$ cat config.mk
export PLATFORM = sky130hd
export DESIGN_NAME = id_operand_stage
export DESIGN_NICKNAME = d
export VERILOG_FILES = /design/src/rtl/id_operand_stage.sv
export SDC_FILE = /design/constraint.sdc
export NUM_CORES = 1
export LEC_CHECK = 0
export ABC_AREA = 0
export CAP_MARGIN = 40
export CORE_UTILIZATION = 35
export CTS_CLUSTER_SIZE = 20
export DETAILED_ROUTE_END_ITERATION = 10
export PLACE_DENSITY = 0.72
export SKIP_LAST_GASP = 1
export SYNTH_ARGS = -nofsm -noshare
export SYNTH_HDL_FRONTEND = slang
export SYNTH_SLANG_ARGS = --single-unit
$ cat constraint.sdc
create_clock -name clk -period 8.3 [get_ports clk]
set_input_delay 1.66 -clock clk [delete_from_list [all_inputs] [get_ports clk]]
set_output_delay 1.66 -clock clk [all_outputs]
set_load 0.1 [all_outputs]
$ cat src/rtl/id_operand_stage.sv
// id_operand_stage: decode/operand-fetch stage; drives regfile reads, forwards EX/MEM results,
// raises load-use stall requests and registers the decoded bundle into ID/EX.
module id_operand_stage #(
    parameter int DATA_W = 32,
    parameter int ADDR_W = 5
) (
    input  logic              clk,
    input  logic              rst,
    input  logic              stall_i,
    input  logic              flush_i,
    input  logic              if_valid_i,
    input  logic [31:0]       if_inst_i,
    input  logic [31:0]       if_pc_i,
    output logic              reg1_re_o,
    output logic [ADDR_W-1:0] reg1_addr_o,
    input  logic [DATA_W-1:0] reg1_data_i,
    output logic              reg2_re_o,
    output logic [ADDR_W-1:0] reg2_addr_o,
    input  logic [DATA_W-1:0] reg2_data_i,
    input  logic              ex_we_i,
    input  logic [ADDR_W-1:0] ex_waddr_i,
    input  logic [DATA_W-1:0] ex_wdata_i,
    input  logic              ex_is_load_i,
    input  logic              mem_we_i,
    input  logic [ADDR_W-1:0] mem_waddr_i,
    input  logic [DATA_W-1:0] mem_wdata_i,
    output logic              stallreq_o,
    output logic              ex_valid_o,
    output logic [31:0]       ex_pc_o,
    output logic [5:0]        ex_op_o,
    output logic [DATA_W-1:0] ex_op1_o,
    output logic [DATA_W-1:0] ex_op2_o,
    output logic [DATA_W-1:0] ex_sdata_o,
    output logic [ADDR_W-1:0] ex_waddr_o,
    output logic              ex_wreg_o,
    output logic              ex_illegal_o
);
    localparam logic [5:0] OP_SPECIAL = 6'b000000;
    localparam logic [5:0] OP_ADDI    = 6'b001000;
    localparam logic [5:0] OP_ADDIU   = 6'b001001;
    localparam logic [5:0] OP_SLTI    = 6'b001010;
    localparam logic [5:0] OP_ANDI    = 6'b001100;
    localparam logic [5:0] OP_ORI     = 6'b001101;
    localparam logic [5:0] OP_XORI    = 6'b001110;
    localparam logic [5:0] OP_LUI     = 6'b001111;
    localparam logic [5:0] OP_LW      = 6'b100011;
    localparam logic [5:0] OP_SW      = 6'b101011;

    typedef enum logic [1:0] {SRC_REG, SRC_ZEXT, SRC_SEXT, SRC_LUI} op2_src_t;

    logic [5:0]        w_opcode;
    logic [ADDR_W-1:0] w_rs, w_rt, w_rd;
    logic [15:0]       w_imm;
    logic              w_re1, w_re2, w_wreg, w_illegal;
    logic [ADDR_W-1:0] w_dest;
    logic [5:0]        w_op;
    op2_src_t          w_src2;
    logic [DATA_W-1:0] w_val1, w_val2, w_op2;
    logic              w_haz1, w_haz2;

    logic              r_valid, r_wreg, r_illegal;
    logic [31:0]       r_pc;
    logic [5:0]        r_op;
    logic [DATA_W-1:0] r_op1, r_op2, r_sdata;
    logic [ADDR_W-1:0] r_waddr;

    assign w_opcode = if_inst_i[31:26];
    assign w_rs     = if_inst_i[25:21];
    assign w_rt     = if_inst_i[20:16];
    assign w_rd     = if_inst_i[15:11];
    assign w_imm    = if_inst_i[15:0];

    always_comb begin
        w_re1     = 1'b0;
        w_re2     = 1'b0;
        w_wreg    = 1'b0;
        w_illegal = 1'b0;
        w_dest    = '0;
        w_op      = '0;
        w_src2    = SRC_REG;
        if (if_valid_i) begin
            w_op = w_opcode;
            case (w_opcode)
                OP_SPECIAL: begin
                    // all-zero word is the canonical NOP: no reads, no write
                    w_re1  = |if_inst_i;
                    w_re2  = |if_inst_i;
                    w_wreg = |if_inst_i;
                    w_dest = w_rd;
                    w_op   = if_inst_i[5:0];
                end
                OP_ANDI, OP_ORI, OP_XORI: begin
                    w_re1  = 1'b1;
                    w_wreg = 1'b1;
                    w_dest = w_rt;
                    w_src2 = SRC_ZEXT;
                end
                OP_ADDI, OP_ADDIU, OP_SLTI, OP_LW: begin
                    w_re1  = 1'b1;
                    w_wreg = 1'b1;
                    w_dest = w_rt;
                    w_src2 = SRC_SEXT;
                end
                OP_LUI: begin
                    w_wreg = 1'b1;
                    w_dest = w_rt;
                    w_src2 = SRC_LUI;
                end
                OP_SW: begin
                    w_re1  = 1'b1;
                    w_re2  = 1'b1;
                    w_dest = w_rt;
                    w_src2 = SRC_SEXT;
                end
                default: w_illegal = 1'b1;
            endcase
        end
    end

    // EX result takes precedence over MEM: it is the younger write
    function automatic logic [DATA_W-1:0] fwd(input logic re, input logic [ADDR_W-1:0] a,
                                              input logic [DATA_W-1:0] rf);
        return (!re || a == '0)                ? '0 :
               (ex_we_i && ex_waddr_i == a)    ? ex_wdata_i :
               (mem_we_i && mem_waddr_i == a)  ? mem_wdata_i : rf;
    endfunction

    assign w_val1 = fwd(w_re1, w_rs, reg1_data_i);
    assign w_val2 = fwd(w_re2, w_rt, reg2_data_i);

    assign w_op2 = (w_src2 == SRC_REG)  ? w_val2 :
                   (w_src2 == SRC_ZEXT) ? {{(DATA_W-16){1'b0}}, w_imm} :
                   (w_src2 == SRC_SEXT) ? {{(DATA_W-16){w_imm[15]}}, w_imm} :
                                          {w_imm, {(DATA_W-16){1'b0}}};

    assign w_haz1 = w_re1 && (w_rs != '0) && ex_we_i && ex_is_load_i && (ex_waddr_i == w_rs);
    assign w_haz2 = w_re2 && (w_rt != '0) && ex_we_i && ex_is_load_i && (ex_waddr_i == w_rt);

    assign stallreq_o  = w_haz1 || w_haz2;
    assign reg1_re_o   = w_re1;
    assign reg2_re_o   = w_re2;
    assign reg1_addr_o = w_rs;
    assign reg2_addr_o = w_rt;

    always_ff @(posedge clk) begin
        if (rst || flush_i || (!stall_i && stallreq_o)) begin
            r_valid   <= 1'b0;
            r_pc      <= '0;
            r_op      <= '0;
            r_op1     <= '0;
            r_op2     <= '0;
            r_sdata   <= '0;
            r_waddr   <= '0;
            r_wreg    <= 1'b0;
            r_illegal <= 1'b0;
        end else if (!stall_i) begin
            r_valid   <= if_valid_i;
            r_pc      <= if_pc_i;
            r_op      <= w_op;
            r_op1     <= w_val1;
            r_op2     <= w_op2;
            r_sdata   <= w_val2;
            r_waddr   <= w_dest;
            r_wreg    <= w_wreg;
            r_illegal <= w_illegal;
        end
    end

    assign ex_valid_o   = r_valid;
    assign ex_pc_o      = r_pc;
    assign ex_op_o      = r_op;
    assign ex_op1_o     = r_op1;
    assign ex_op2_o     = r_op2;
    assign ex_sdata_o   = r_sdata;
    assign ex_waddr_o   = r_waddr;
    assign ex_wreg_o    = r_wreg;
    assign ex_illegal_o = r_illegal;
endmodule

After elaboration in Yosys (flattened, before gate mapping)
Cells that the tools add are included.
Cells by class
  equality and inequality tests: 15
  multiplexer cells: 23
  reduce and logical (&&, ||, !) cells: 34
Operators by type and width (count)
  two-way mux 32 bit: 8
  == test 6 x 4 -> 1 bit (second input constant): 7
  OR reduction 32 bit: 1
  two-way mux 31 bit: 1
  == test 5 bit: 4
  OR reduction 8 bit: 2
  logical AND 1 bit: 13
  == test 6 bit (second input constant): 2
  two-way mux 6 bit: 2
  zero test 5 bit: 2
  one-hot mux 5 bit (2 select lines): 1
  nonzero test 5 bit: 2
  OR reduction 10 bit: 1
  OR reduction 9 bit: 1
  zero test 6 bit: 1
  one-hot mux 1 bit (2 select lines): 3
  one-hot mux 2 bit (3 select lines): 1
  logical OR 1 bit: 5
  two-way mux 1 bit: 5
  two-way mux 5 bit: 1
  OR reduction 5 bit: 1
  zero test 1 bit: 3
  OR reduction 3 bit: 1
  == test 2 x 1 -> 1 bit (second input constant): 1
  3 further kinds: 3
Word-level totals
  flip-flop bits (word level): 142
  input bits: 210
  output and inout bits: 155
  logic and storage cells: 81

Depth between registers and ports, before layout
Gate-level depths: netlist of the first run.
  depth after elaboration: 11
  mapped depth: 9
  depth with buffers taken out: 6

Worst setup path after synthesis of the first run
Ideal clock, no wire load.
  path type: input port to output port
  start: input if_inst_i[29]
  end: output stallreq_o
  arrival time: 3.933 ns
  required time: 6.640 ns
  slack: 2.707 ns
  stages on the path: 7
  buffers on the path: 2
  path through: or4_1 -> a22o_1 -> or3_1 -> clkbuf_1 -> clkbuf_1 -> nor2_1 -> o21a_1
Between the ends
  cells in the longest elaborated chain, start to end: 9
  elaborated cells between the ends (all ways): 24
  classes of those cells: eq/ne (8); mux (4); reduce/logical (12)
Ends and longest elaborated chain
  from (decl): line 12  | input logic [31:0] if_inst_i,
  == test 6 bit or == test 6 x 4 -> 1 bit (tied branches): line 83  | case (w_opcode)
  OR reduction 8 bit (no line)
  one-hot mux 1 bit (2 select lines): line 83
  two-way mux 1 bit: line 81  | if (if_valid_i) begin
  logical AND 1 bit (4 in series): line 136  | assign w_haz1 = w_re1 && (w_rs != '0) && ex_we_i && ex_is_load_i && (ex_waddr_i == w_rs);
  logical OR 1 bit (*): line 139  | assign stallreq_o = w_haz1 || w_haz2;
  to (decl): line 27  | output logic stallreq_o,
Every way passes the cells marked *; elsewhere a longest branch is shown, timed or not.

Final worst setup path of the first run
Same ends and word-level chain as after synthesis.

==> results.md, run 1 <==
- Outcome: finished clean
- CP required: 6.64 ns
- CTS buffer count: 17
- CP Cell Sequence: clkdlybuf4s50_1, or4_1, a22o_1, or3_1, nor2_1, o21a_1, clkdlybuf4s50_1, buf_8
- # IOs: 365
- Fin area: 14860 sq um
- Filler instances: 1424
- Post-CTS Repair Setup Buffers: 0
- Total number of vias: 9240
- Clock Tree Buf Depth: 2
- Syn Std Cell Area: 7365 sq um
- Critical Path AT: 4.85 ns
- CP endpoint kind: output port
- Syn avg cell area: 7.979 sq um
- CP max-delay cell: or3_1
- Input/output buffers: 364
- Largest net degree at the start of global routing: 80
- Hold buffer count at cts: 0
- Pwr/cell area: 123.0 nW/um^2
- GRT overflow: 0
- Clk pin slew, worst setup/hold paths: 0.06 ns
- Post-DP Area: 14310 sq um
- Final cycle utilization of the critical path: 78.39%
- Count of cell types in the netlist: 48
- Hold/Removal Path Class: reg -> reg
- Synth Register Bits: 142
- FMAX: 153.7 MHz
- Yosys top cell area share: 38.60%
- Min cycle time layout: 6.507 ns
- Max-slew violation count: 0
- Multi-input logic area: 4104 sq um
- Layout cells sized above 1: 15.71%
- Initial antenna violation count: 0
- Layout net count: 1597
- Synth top area cells: dfxtp_1 (39%), nand2_1 (7.3%), a21oi_1 (7.1%)
- Max-cap violation count: 0
- Final Non-Filler Cells: 1670
- Clock power share: 40.1%
- Worst path max stage delay: 0.68 ns
- Initial core utilization: 36.05%
- Cell taking the most area after synthesis: dfxtp_1
- Sw Share: 30.81%
- Slew headroom: 32.34%
- DPL Wire Length: 26880 microns
- Setup WS post-layout: 1.793 ns
- Synth Warn #: 0
- Area grow syn2layout: 101.8%
- WS Path Type: in -> out
- DR pass1 iterations: 6
- Diodes inserted: 0
- Die Ht: 147.1 microns
- Post-CTS Resized: 0
- RSZ-0062 raised after global routing: no
- Wirelength, routed: 35390 microns
- Sequential-to-total area share from yosys stat: 38.60%
- Clock Latency Late Sink: 0.42 ns
- First-pass GRT wire length: 53680 microns
- Setup TNS Final: 0 ns
- Combinational power share: 21.9%
- Final Hold Fails: 0
- Finished Core Util: 72.73%
- Post-synth ARST share: 0%
- Total core area: 20430 sq um
- Register area: 2843 sq um
- Vias per Instance: 5.533
- Final count of negative-setup-slack endpoints: 0
- Max FO, Critical Path: 16
- Internal power: 0.001265 W
- Lkg Pwr: 5.594 nW
- DIE AREA: 21630 sq um
- Number of global-route vias before repair: 9508
- Switch Pwr: 0.0005633 W
- DRC Markers: 0
- DR WL/cell: 21.19 microns
- Clock skew: 0 ns
- Die width: 147.1 microns
- Clock Tree Root: clkbuf_16
- CTS tree: done
- VDD IR max: 0.1358 mV
- Final ANT Viol Nets: 0
- Most frequent cell on the critical path: clkdlybuf4s50_1
- Gr usage total: 32.18%
- Placed Cells: 1638
- DP Worst Slack: 1.879 ns
- Initial DRC count: 536
- Crit start category: input pin
- GPL Wtd Cong: 0.9187
- EDFF count, synth: 0
- H-tree depth: 4
- Syn nets: 1133
- Sequential power share: 38.0%
- Synth Instances: 923
- # rows: 52
- Synth Flop Type: dfxtp_1
- Clock tree sinks: 142
- Least-Margin Pin Slew: 1.011 ns
## state kept, by name (all words and copies together) (netlist names)
| register | cells |
|---|---|
| ex_op1_o | 32 |
| ex_op2_o | 32 |
| ex_pc_o | 32 |
| ex_sdata_o | 32 |
| ex_op_o | 6 |
| ex_waddr_o | 5 |
| ex_illegal_o | 1 |
| ex_valid_o | 1 |
| ex_wreg_o | 1 |
## cell usage after synthesis, types with 2 or more instances
cell type and count:
nor2_1 129, and3_1 12, nand3_1 4, buf_1 2, o21a_1 3, buf_4 10, a31oi_1 10, a21oi_1 104
o211ai_1 7, nand2_1 143, a311oi_1 5, inv_1 9, clkbuf_1 62, a21oi_2 5, or3_4 5, or4_1 3
o21ai_0 11, nand2b_1 2, nor3_1 11, mux2i_1 47, a2bb2oi_1 6, a2111oi_0 5, nor4_1 6, a2111o_1 11
a221oi_1 10, xnor2_1 13, or3_1 16, xor2_1 8, dfxtp_1 142, nand4_1 9, or2_2 2, a211o_1 11
buf_2 14, a311o_1 42, buf_6 2, and3b_1 10, a22oi_1 21
## placed cells by master (no fill, tap or decap), drive strengths merged, types with 12 or more instances in the layout
cell type      Yosys  final
a21oi            109    109
a22oi             21     21
a311o             42     42
and3              12     12
buf               28    172
clkbuf            62     17
clkdlybuf4s50      0    363
dfxtp            142    142
inv                9     16
mux2i             47     47
nand2            143    143
nor2             129    129
or3               21     21
xnor2             13     13
## layer usage
layer	share of wire (%)	global-route usage (%)	vias up
li1	-	-	4256
met1	38	37.09	4369
met2	50	56.23	519
met3	7.3	6.739	96
met4	4.4	15.98	0
met5	0	0	-
## power by group through the flow
| stage | Clock, W | Sequential [W] | Combinational, W |
|---|---|---|---|
| after global placement | 0 | 0.000709 | 0.000340 |
| final | 0.000734 | 0.000695 | 0.000400 |
| after global routing | 0.000778 | 0.000695 | 0.000416 |
| after floorplan | 0 | 0.000772 | 0.000116 |
| after CTS | 0.000744 | 0.000695 | 0.000398 |
| after detailed placement | 0 | 0.000711 | 0.000396 |
## final timing paths
check	depth (start not counted)	to	from	slack [ns]
worst max-delay path	8	stallreq_o	if_inst_i[29]	1.79
worst min-delay path	2	ex_op1_o[22]	ex_op1_o[22]	0.46
worst max register to register	2	ex_op2_o[29]	ex_op2_o[29]	7.37
worst min register to register	2	ex_op1_o[22]	ex_op1_o[22]	0.46
## worst max-delay path: cells and delay by family
kind	cells	cell delay, ns
simple gates	3	1.52
compound gates	2	0.39
buf+inv	3	1.26
## area by class of cell
| cell class | instances | area share, % |
|---|---|---|
| timing repair buffer | 535 | 47.02 |
| tap | 270 | 2.273 |
| sequential | 142 | 19.13 |
| inverter | 9 | 0.2273 |
| clock buffer | 17 | 2.863 |
| multi-input combinational | 682 | 27.62 |
| clock inverter | 15 | 0.8673 |
## kinds of logic (layout without fill, tap and decap cells)
logic type,after synthesis,in the layout,share of synthesized area (%)
compound gates,257,257,24.87
mux,47,47,6.388
xor+xnor,21,21,2.498
simple gates,357,357,21.64
flops,142,142,38.60
buf+inv,99,576,5.997
## metrics by stage
| stage | total power, W | hold WS [ns] |
|---|---|---|
| finish | 0.001828 | 0.4628 |
| global route | 0.001889 | 0.4727 |
| CTS | 0.001836 | 0.4624 |
| detailed placement | 0.001107 | 0.4520 |
| global placement | 0.001049 | 0.4470 |
| floorplan | 0.0008877 | 0.8917 |
Power figures use the tool's default switching activity.
==> inputs of run 2 (changes only) <==
==> constraint.sdc (replaced) <==
create_clock -name clk -period 6.5 [get_ports clk]
set_input_delay 1.3 -clock clk [delete_from_list [all_inputs] [get_ports clk]]
set_output_delay 1.3 -clock clk [all_outputs]
set_load 0.1 [all_outputs]
==> run 2 against run 1 <==
  * Non-clock buffer count shrank 4
  * Routed wire length shrank 4.5%
  * Clock power grew 42%
  * Utilization shrank 0.46 points
  * Sequential power grew 28%
  * Critical path depth shrank 1
  * Highest routed layer unchanged
  * Die area is the same
  * Sequential share of layout area grew 0.12 points
  * Worst hold slack lost 0.0020 ns
  * Cell area shrank 0.63%
  * First-iteration DRC count grew 9.1%
==> results.md, run 2 (synthesis results as in run 1) <==
- Critical Path AT: 3.98 ns (-0.87 ns)
- Least-Margin Pin Slew: 0.8888 ns (-0.1224 ns)
- Initial core utilization: 36.05% (unchanged)
- Initial antenna violation count: 0 (unchanged)
- VDD IR max: 0.1552 mV (+14%)
- Critical path origin: if_inst_i[29]
- Final Non-Filler Cells: 1666 (-0.24%)
- Clock Tree Buf Depth: 2 (unchanged)
- Gr usage total: 30.89% (-1.3 points)
- Post-Route M1 WL: 12980 microns (-4.7%)
- Outcome: finished clean
- Pwr/cell area: 164.4 nW/um^2 (+34%)
- Post-CTS Repair Setup Buffers: 0 (unchanged)
- Critical register-to-register path startpoint: ex_op2_o[28]
- Final Power: 0.002428 W (+33%)
- Clock tree sinks: 142 (unchanged)
- DR WL/cell: 20.29 microns (-4.3%)
- Internal power: 0.001733 W (+37%)
- Crit start category: input pin
- CP required: 5.20 ns (-1.44 ns)
- Die Ht: 147.1 microns (unchanged)
- Post-CTS Resized: 0 (unchanged)
- CTS buffer count: 17 (unchanged)
- RSZ-0062 raised after global routing: no
- Most common cell after layout, fill and taps aside: clkdlybuf4s50_1
- H-tree depth: 4 (unchanged)
- Layout cells sized above 1: 15.69% (-0.027 points)
- Sw Share: 28.61% (-2.2 points)
- Final cycle utilization of the critical path: 81.30%
- Highest routed layer: met4
- Final count of negative-setup-slack endpoints: 0 (unchanged)
- Filler instances: 1420 (-0.28%)
- Hold/Removal Path Class: reg -> reg
- Wirelength, routed: 33800 microns (-4.5%)
- Clock skew: 0 ns (unchanged)
- Final Hold Fails: 0 (unchanged)
- Diodes inserted: 0 (unchanged)
- Max-cap violation count: 0 (unchanged)
- Input/output buffers: 364 (unchanged)
- Switch Pwr: 0.0006946 W (+23%)
- CP max-delay cell: or3_1
- Combinational power share: 20.8% (-1.1 points)
- Initial DRC count: 585 (+9.1%)
- Total number of vias: 9129 (-1.2%)
- Placed Cells: 1634 (-0.24%)
- DR pass1 iterations: 6 (unchanged)
- Clock Latency Late Sink: 0.41 ns (about the same)
- Hold buffer count at cts: 0 (unchanged)
- Metal2 WL: 17100 microns (-3.0%)
- Die width: 147.1 microns (unchanged)
- DIE AREA: 21630 sq um (unchanged)
- First-pass GRT wire length: 51400 microns (-4.2%)
- Setup TNS Final: 0 ns (unchanged)
- CP endpoint kind: output port
- HP Start: ex_sdata_o[0]
- DPL Wire Length: 25830 microns (-3.9%)
- Post-DP Area: 14150 sq um (-1.1%)
- Number of global-route vias before repair: 9368 (-1.5%)
- Sequential power share: 36.6% (-1.4 points)
- GRT overflow: 0 (unchanged)
- Lkg Pwr: 5.575 nW (-0.33%)
- Fin area: 14770 sq um (-0.63%)
- Clock power share: 42.6% (+2.5 points)
- Area grow syn2layout: 100.5%
- WS Path Type: in -> out
- CP Cell Sequence: clkdlybuf4s50_1, or4_1, a22o_1, or3_1, nor2_1, o21a_1, buf_4
- Max-slew violation count: 0 (unchanged)
- Total core area: 20430 sq um (unchanged)
- Met3 WL post-DR: 2576 microns (about the same)
- # rows: 52 (unchanged)
- Clk pin slew, worst setup/hold paths: 0.06 ns (about the same)
- FMAX: 189.2 MHz
- Layout net count: 1593 (-0.25%)
- GPL Wtd Cong: 0.9061 (-1.4%)
- Vias per Instance: 5.480 (-0.96%)
- CTS tree: done
- Slew headroom: 40.75% (+8.4 points)
- DRC Markers: 0 (unchanged)
- Min cycle time layout: 5.285 ns
- Worst path max stage delay: 0.65 ns (-0.03 ns)
- Most frequent cells in the layout: clkdlybuf4s50_1 (360), nand2_1 (143), dfxtp_1 (142)
- Final ANT Viol Nets: 0 (unchanged)
- Largest net degree at the start of global routing: 87 (+8.8%)
- # IOs: 365 (unchanged)
- Clock Tree Root: clkbuf_16
- Max FO, Critical Path: 16 (unchanged)
run 2: changes by cell type in the layout (fill, tap and decap cells not counted):
| cell | before | now |
|---|---|---|
| buf_12 | 0 | 1 |
| buf_16 | 70 | 62 |
| buf_4 | 13 | 16 |
| buf_6 | 2 | 1 |
| buf_8 | 87 | 91 |
| bufinv_16 | 0 | 3 |
| clkbuf_8 | 0 | 1 |
| clkdlybuf4s50_1 | 363 | 360 |
| clkinv_2 | 0 | 1 |
| clkinv_4 | 4 | 3 |
| clkinvlp_4 | 4 | 2 |
| inv_6 | 6 | 5 |
| inv_8 | 1 | 0 |
run 2: layout make-up:
cell class	instances	area, sq um	share of cell area [%]
clock inverter	14	180.2	1.220
timing repair buffer	531	6828	46.24
tap	270	337.8	2.288
inverter	9	33.78	0.2288
sequential	142	2843	19.25
clock buffer	18	439.2	2.974
multi-input combinational	682	4104	27.79
run 2: layer usage:
| metal | GRT usage (%) | vias to the layer above |
|---|---|---|
| met3 | 6.335 | 76 |
| met4 | 12.27 | 0 |
| met2 | 55.83 | 507 |
| met5 | 0 | - |
| li1 | - | 4232 |
| met1 | 35.34 | 4314 |
run 2: final timing paths:
path	end	slack [ns]	depth (start not counted)
hold reg to reg	ex_sdata_o[0]	0.46	2
hold / removal	ex_sdata_o[0]	0.46	2
setup / recovery	stallreq_o	1.22	7
setup reg to reg	ex_op2_o[28]	5.46	2
run 2: power groups by stage:
stage / logic, W / registers, W / clock network (W)
2_1_floorplan: 0.000148 / 0.000985 / 0
3_3_place_gp: 0.000437 / 0.000906 / 0
3_5_place_dp: 0.000501 / 0.000907 / 0
4_1_cts: 0.000503 / 0.000888 / 0.00105
5_1_grt: 0.000526 / 0.000888 / 0.00108
6_report: 0.000505 / 0.000888 / 0.00104
run 2: per-stage QoR:
stage          setup WS [ns]  utilization (%)  hold slack [ns]
5_1_grt                1.103            72.27           0.4734
2_1_floorplan          1.627                -           0.8917
6_report               1.215            72.27           0.4608
3_3_place_gp           1.291            54.13           0.4480
3_5_place_dp           1.220            69.24           0.4519
4_1_cts                1.208            72.27           0.4617
run 2: worst max-delay path: cells and delay by family:
kind	cells	cell delay, ns
AOI/OAI and AO/OA	2	0.40
buffers and inverters	2	0.83
and+or+nand+nor	3	1.45
==> inputs of run 3 (changes only) <==
==> constraint.sdc (replaced) <==
create_clock -name clk -period 5.1 [get_ports clk]
set_input_delay 1.02 -clock clk [delete_from_list [all_inputs] [get_ports clk]]
set_output_delay 1.02 -clock clk [all_outputs]
set_load 0.1 [all_outputs]
==> run 3 against run 2 <==
  * Cell area shrank 0.59%
  * Cell count grew 0.12%
  * Critical path depth is the same
  * Setup slack lost 0.40 ns
  * First-iteration DRC count grew 6.5%
  * Global-route usage grew 0.79 points
==> results.md, run 3 (synthesis results as in run 1) <==
- DRC Markers: 0 (unchanged)
- Final ANT Viol Nets: 0 (unchanged)
- Diodes inserted: 0 (unchanged)
- Total number of vias: 9233 (+1.1%)
- DP Worst Slack: 0.8323 ns (-0.3876 ns)
- Die Ht: 147.1 microns (unchanged)
- Critical Path AT: 3.27 ns (-0.71 ns)
- # IOs: 365 (unchanged)
- Clock Latency Late Sink: 0.41 ns (about the same)
- HP Start: ex_sdata_o[18]
- Lkg Pwr: 5.550 nW (-0.45%)
- Critical register-to-register path startpoint: ex_op2_o[28]
- Placed Cells: 1637 (+0.18%)
- Hold buffer count at cts: 0 (unchanged)
- H-tree depth: 4 (unchanged)
- Number of global-route vias before repair: 9483 (+1.2%)
- CP endpoint kind: output port
- Min cycle time layout: 4.289 ns
- Hold/Removal Path Class: reg -> reg
- Layout net count: 1596 (+0.19%)
- CTS buffer count: 17 (unchanged)
- Final Non-Filler Cells: 1668 (+0.12%)
- Most frequent cells in the layout: clkdlybuf4s50_1 (355), nand2_1 (143), dfxtp_1 (142)
- Max-slew violation count: 0 (unchanged)
- Clock skew: 0 ns (unchanged)
- Setup TNS Final: 0 ns (unchanged)
- Gr usage total: 31.67% (+0.79 points)
- Total core area: 20430 sq um (unchanged)
- Slew headroom: 42.14% (+1.4 points)
- CP Cell Sequence: clkdlybuf4s50_1, or4_1, a22o_1, or3_1, nor2_1, o21a_1, buf_12
- Worst path max stage delay: 0.61 ns (-0.04 ns)
- Die width: 147.1 microns (unchanged)
- Initial DRC count: 623 (+6.5%)
- Most common cell after layout, fill and taps aside: clkdlybuf4s50_1
- Input/output buffers: 364 (unchanged)
- Post-CTS Resized: 0 (unchanged)
- VDD IR max: 0.2351 mV (+51%)
- Clock Tree Root: clkbuf_16
- Initial core utilization: 36.05% (unchanged)
- CTS tree: done
- Critical path origin: if_inst_i[29]
- DPL Wire Length: 26340 microns (+2.0%)
- Layout cells sized above 1: 16.17% (+0.48 points)
- CP max-delay cell: or4_1
- Wirelength, routed: 34620 microns (+2.4%)
- Final count of negative-setup-slack endpoints: 0 (unchanged)
- DIE AREA: 21630 sq um (unchanged)
- Largest net degree at the start of global routing: 69 (-21%)
- GRT overflow: 0 (unchanged)
- Max FO, Critical Path: 7 (-9)
- GPL Wtd Cong: 0.9216 (+1.7%)
- # rows: 52 (unchanged)
- Setup WS post-layout: 0.8108 ns (-0.4046 ns)
- WS Path Type: in -> out
- Clk pin slew, worst setup/hold paths: 0.06 ns (about the same)
- Clock Tree Buf Depth: 2 (unchanged)
- FMAX: 233.1 MHz
- Initial antenna violation count: 0 (unchanged)
- Final cycle utilization of the critical path: 84.10%
- First-pass GRT wire length: 52900 microns (+2.9%)
- Least-Margin Pin Slew: 0.8647 ns (-0.02411 ns)
- Area grow syn2layout: 99.30%
- DR pass1 iterations: 5 (-1)
- Outcome: finished clean
- Worst reg2reg setup slack: 4.10 ns (-1.36 ns)
- RSZ-0062 raised after global routing: no
- Crit start category: input pin
- Final Hold Fails: 0 (unchanged)
- DR WL/cell: 20.76 microns (+2.3%)
- Vias per Instance: 5.535 (+1.0%)
- Max-cap violation count: 0 (unchanged)
- Pwr/cell area: 208.3 nW/um^2 (+27%)
- Post-CTS Repair Setup Buffers: 0 (unchanged)
- Clock tree sinks: 142 (unchanged)
- CP required: 4.08 ns (-1.12 ns)
- Final Power: 0.003058 W (+26%)
run 3: path summary, 6_finish.rpt:
path | end | cells past startpoint
min | ex_sdata_o[18] | 2
max reg2reg | ex_op2_o[28] | 2
max | stallreq_o | 7
min reg2reg | ex_sdata_o[18] | 2
run 3: worst max-delay path: cells and delay by family:
family                 cells  cell delay, ns
and+or+nand+nor            3            1.10
buffers and inverters      2            0.70
AOI/OAI and AO/OA          2            0.44
run 3: area by class of cell:
| type | count | area (sq um) |
|---|---|---|
| flip-flops and latches | 142 | 2843 |
| fillers | 1436 | 5752 |
| multi-input cells | 682 | 4104 |
| clock buffers | 17 | 425.4 |
| repair buffers | 534 | 6766 |
| well taps | 270 | 337.8 |
| clock inverters | 14 | 167.7 |
| inverters | 9 | 33.78 |
run 3: metrics by stage:
step | hold WS (ns) | util (%) | cell area [sq um]
2_1_floorplan | 0.8917 | - | 7365
3_3_place_gp | 0.4479 | 54.58 | 11150
3_5_place_dp | 0.4526 | 68.94 | 14080
4_1_cts | 0.4619 | 71.85 | 14680
5_1_grt | 0.4793 | 71.85 | 14680
6_report | 0.4596 | 71.85 | 14680
run 3: metal layers:
metal  global-route usage (%)  share of wire [%]  vias up
li1                         -                  -     4249
met1                    36.80                 39     4402
met2                    56.44                 50      502
met3                    6.677                7.7       80
met4                    12.53                3.4        0
met5                        0                  0        -
run 3: power breakdown:
group / internal, W / leakage [nW] / switching (W)
clock network: 0.000768 / 0.285 / 0.000518
registers: 0.00112 / 1.15 / 0.00000829
logic: 0.000288 / 4.12 / 0.000353
==> variant (flow settings as in run 2) <==
Change the parameter `DATA_W` from 32 to 16.
--- a/src/rtl/id_operand_stage.sv
+++ b/src/rtl/id_operand_stage.sv
@@ -3,3 +3,3 @@
 module id_operand_stage #(
-    parameter int DATA_W = 32,
+    parameter int DATA_W = 16,
     parameter int ADDR_W = 5
Ports: changed (7 resized); port bits go from 365 to 253. The function was not compared with the original's and may differ.
==> variant against run 2 <==
  * Sequential cell count down 48
  * Routed wire length down 40%
  * Sequential power down 34%
  * Power down 39%
  * Count of clock-buffer cells in the layout down 7
  * Worst hold slack about the same
  * Clock power down 50%
  * Sequential share of layout area up 0.21 points
  * Cell area down 35%
  * Worst setup slack worse by 110 ps
  * Global-route usage down 2.6 points
  * Synthesized area down 36%
  * Critical path type unchanged
  * Critical endpoint is now reg1_re_o
  * Largest cell class unchanged
  * Largest power group is now sequential cells
==> variant: results (changes against run 2) <==
| Metric | Value |
|---|---|
| Outcome | finished, final reports clean |
| Met1 Wirelength | 7650 µm (-41%) |
| Proportion of layout cells with a drive suffix above 1 | 0.160 (+0.00326) |
| Root buf cell | clkbuf_16 |
| Maximum VDD drop | 101 µV (-35%) |
| Clk buf depth | 2 (unchanged) |
| Post-CTS Setup Bufs | 0 (unchanged) |
| Met3 wire len | 1270 µm (-51%) |
| Cell count after placement | 1,053 (-36%) |
| Routing usage on met3 | 0.0478 (-0.0156) |
| Clk Latency, worst-skew pair | 340 ps (-70 ps) |
| Syn nets | 711 (-37%) |
| Routed len/inst | 18.9 µm (-6.6%) |
| Combinational share of power | 0.258 (+0.050) |
| Pin count of the biggest net entering global routing | 67 (-23%) |
| Port bufs | 252 (-31%) |
| Via Count | 5,754 (-37%) |
| Sequential area share after synthesis | 0.396 (+0.0102) |
| Antenna violations before repair | 1 (+1) |
| Lkg Pwr | 3.56 nW (-36%) |
| Synth top area cells | dfxtp_1 (40%), mux2i_1 (10%), a21oi_1 (7.4%) |
| Post-CTS Resized | 0 (unchanged) |
| GR Util All Layers | 0.283 (-0.0255) |
| Grt met1 use | 0.320 (-0.0335) |
| First-pass GRT wire length | 31,000 µm (-40%) |
| Initial DRC count | 415 (-29%) |
| H-tree levels | 3 (-1) |
| Sw Share | 0.305 (+0.0188) |
| Met2 Usage GRT | 0.518 (-0.0399) |
| Post-synthesis cell type count | 46 (-4.2%) |
| Nets@finish | 1,034 (-35%) |
| Placed Area | 9390 µm² (-34%) |
| Most frequent cells after synthesis | dfxtp_1 (94), nor2_1 (82), a21oi_1 (70) |
| Met2 routed WL | 10,600 µm (-38%) |
| Detail Placement HPWL | 15,900 µm (-38%) |
| Number of detailed-route iterations in the first pass | 6 (unchanged) |
| Non-Filler Instances | 1,069 (-36%) |
| Gp weighted congestion | 0.920 (+1.6%) |
| Avg Synthesized Cell Area | 8.41 µm² (+5.4%) |
| Pre-CTS WS | 1180 ps (-44.6 ps) |
| TritonCTS Buffers | 9 (-8) |
| Power share of the sequential group | 0.396 (+0.030) |
| Final Skew | 0 ps (unchanged) |
| Crit Path Max Fanout | 3 (-13) |
| Worst-path cell with the longest stage delay | nor4_1 |
| DR top layer | met4 |
| Worst path max stage delay | 680 ps (+30 ps) |
| Net Sw Power | 0.000454 W (-35%) |
| Worst Tran Pin Value | 902 ps (+13.6 ps) |
[variant: cell count changes in the layout (fill, tap and decap cells not counted), sizes merged, moves of 13 or more]
cell and delta:
clkdlybuf4s50 -110, nand2 -103, buf -55, dfxtp -48, nor2 -47, a311o -42
a21oi -38, o211ai +14, or3 -13
[variant: kinds of logic after synthesis]
family	share of synthesized area
simple gates	0.157
flops	0.396
buf+inv	0.0630
xor+xnor	0.0369
compound gates	0.234
mux	0.113
[variant: final timing paths]
kind                 from            to  slack [ps]  cells after the start
max          if_inst_i[0]     reg1_re_o        1110                      9
min          ex_op1_o[15]  ex_op1_o[15]         460                      2
max reg2reg  ex_op2_o[11]  ex_op2_o[11]        5700                      2
min reg2reg  ex_op1_o[15]  ex_op1_o[15]         460                      2
[variant: final cells by class]
cell class	instances	area [µm²]
multi-input combinational	408	2570
timing repair buffer	366	4680
fill	905	3570
clock inverter	5	41.3
clock buffer	11	243
tap	176	220
inverter	9	33.8
sequential	94	1880
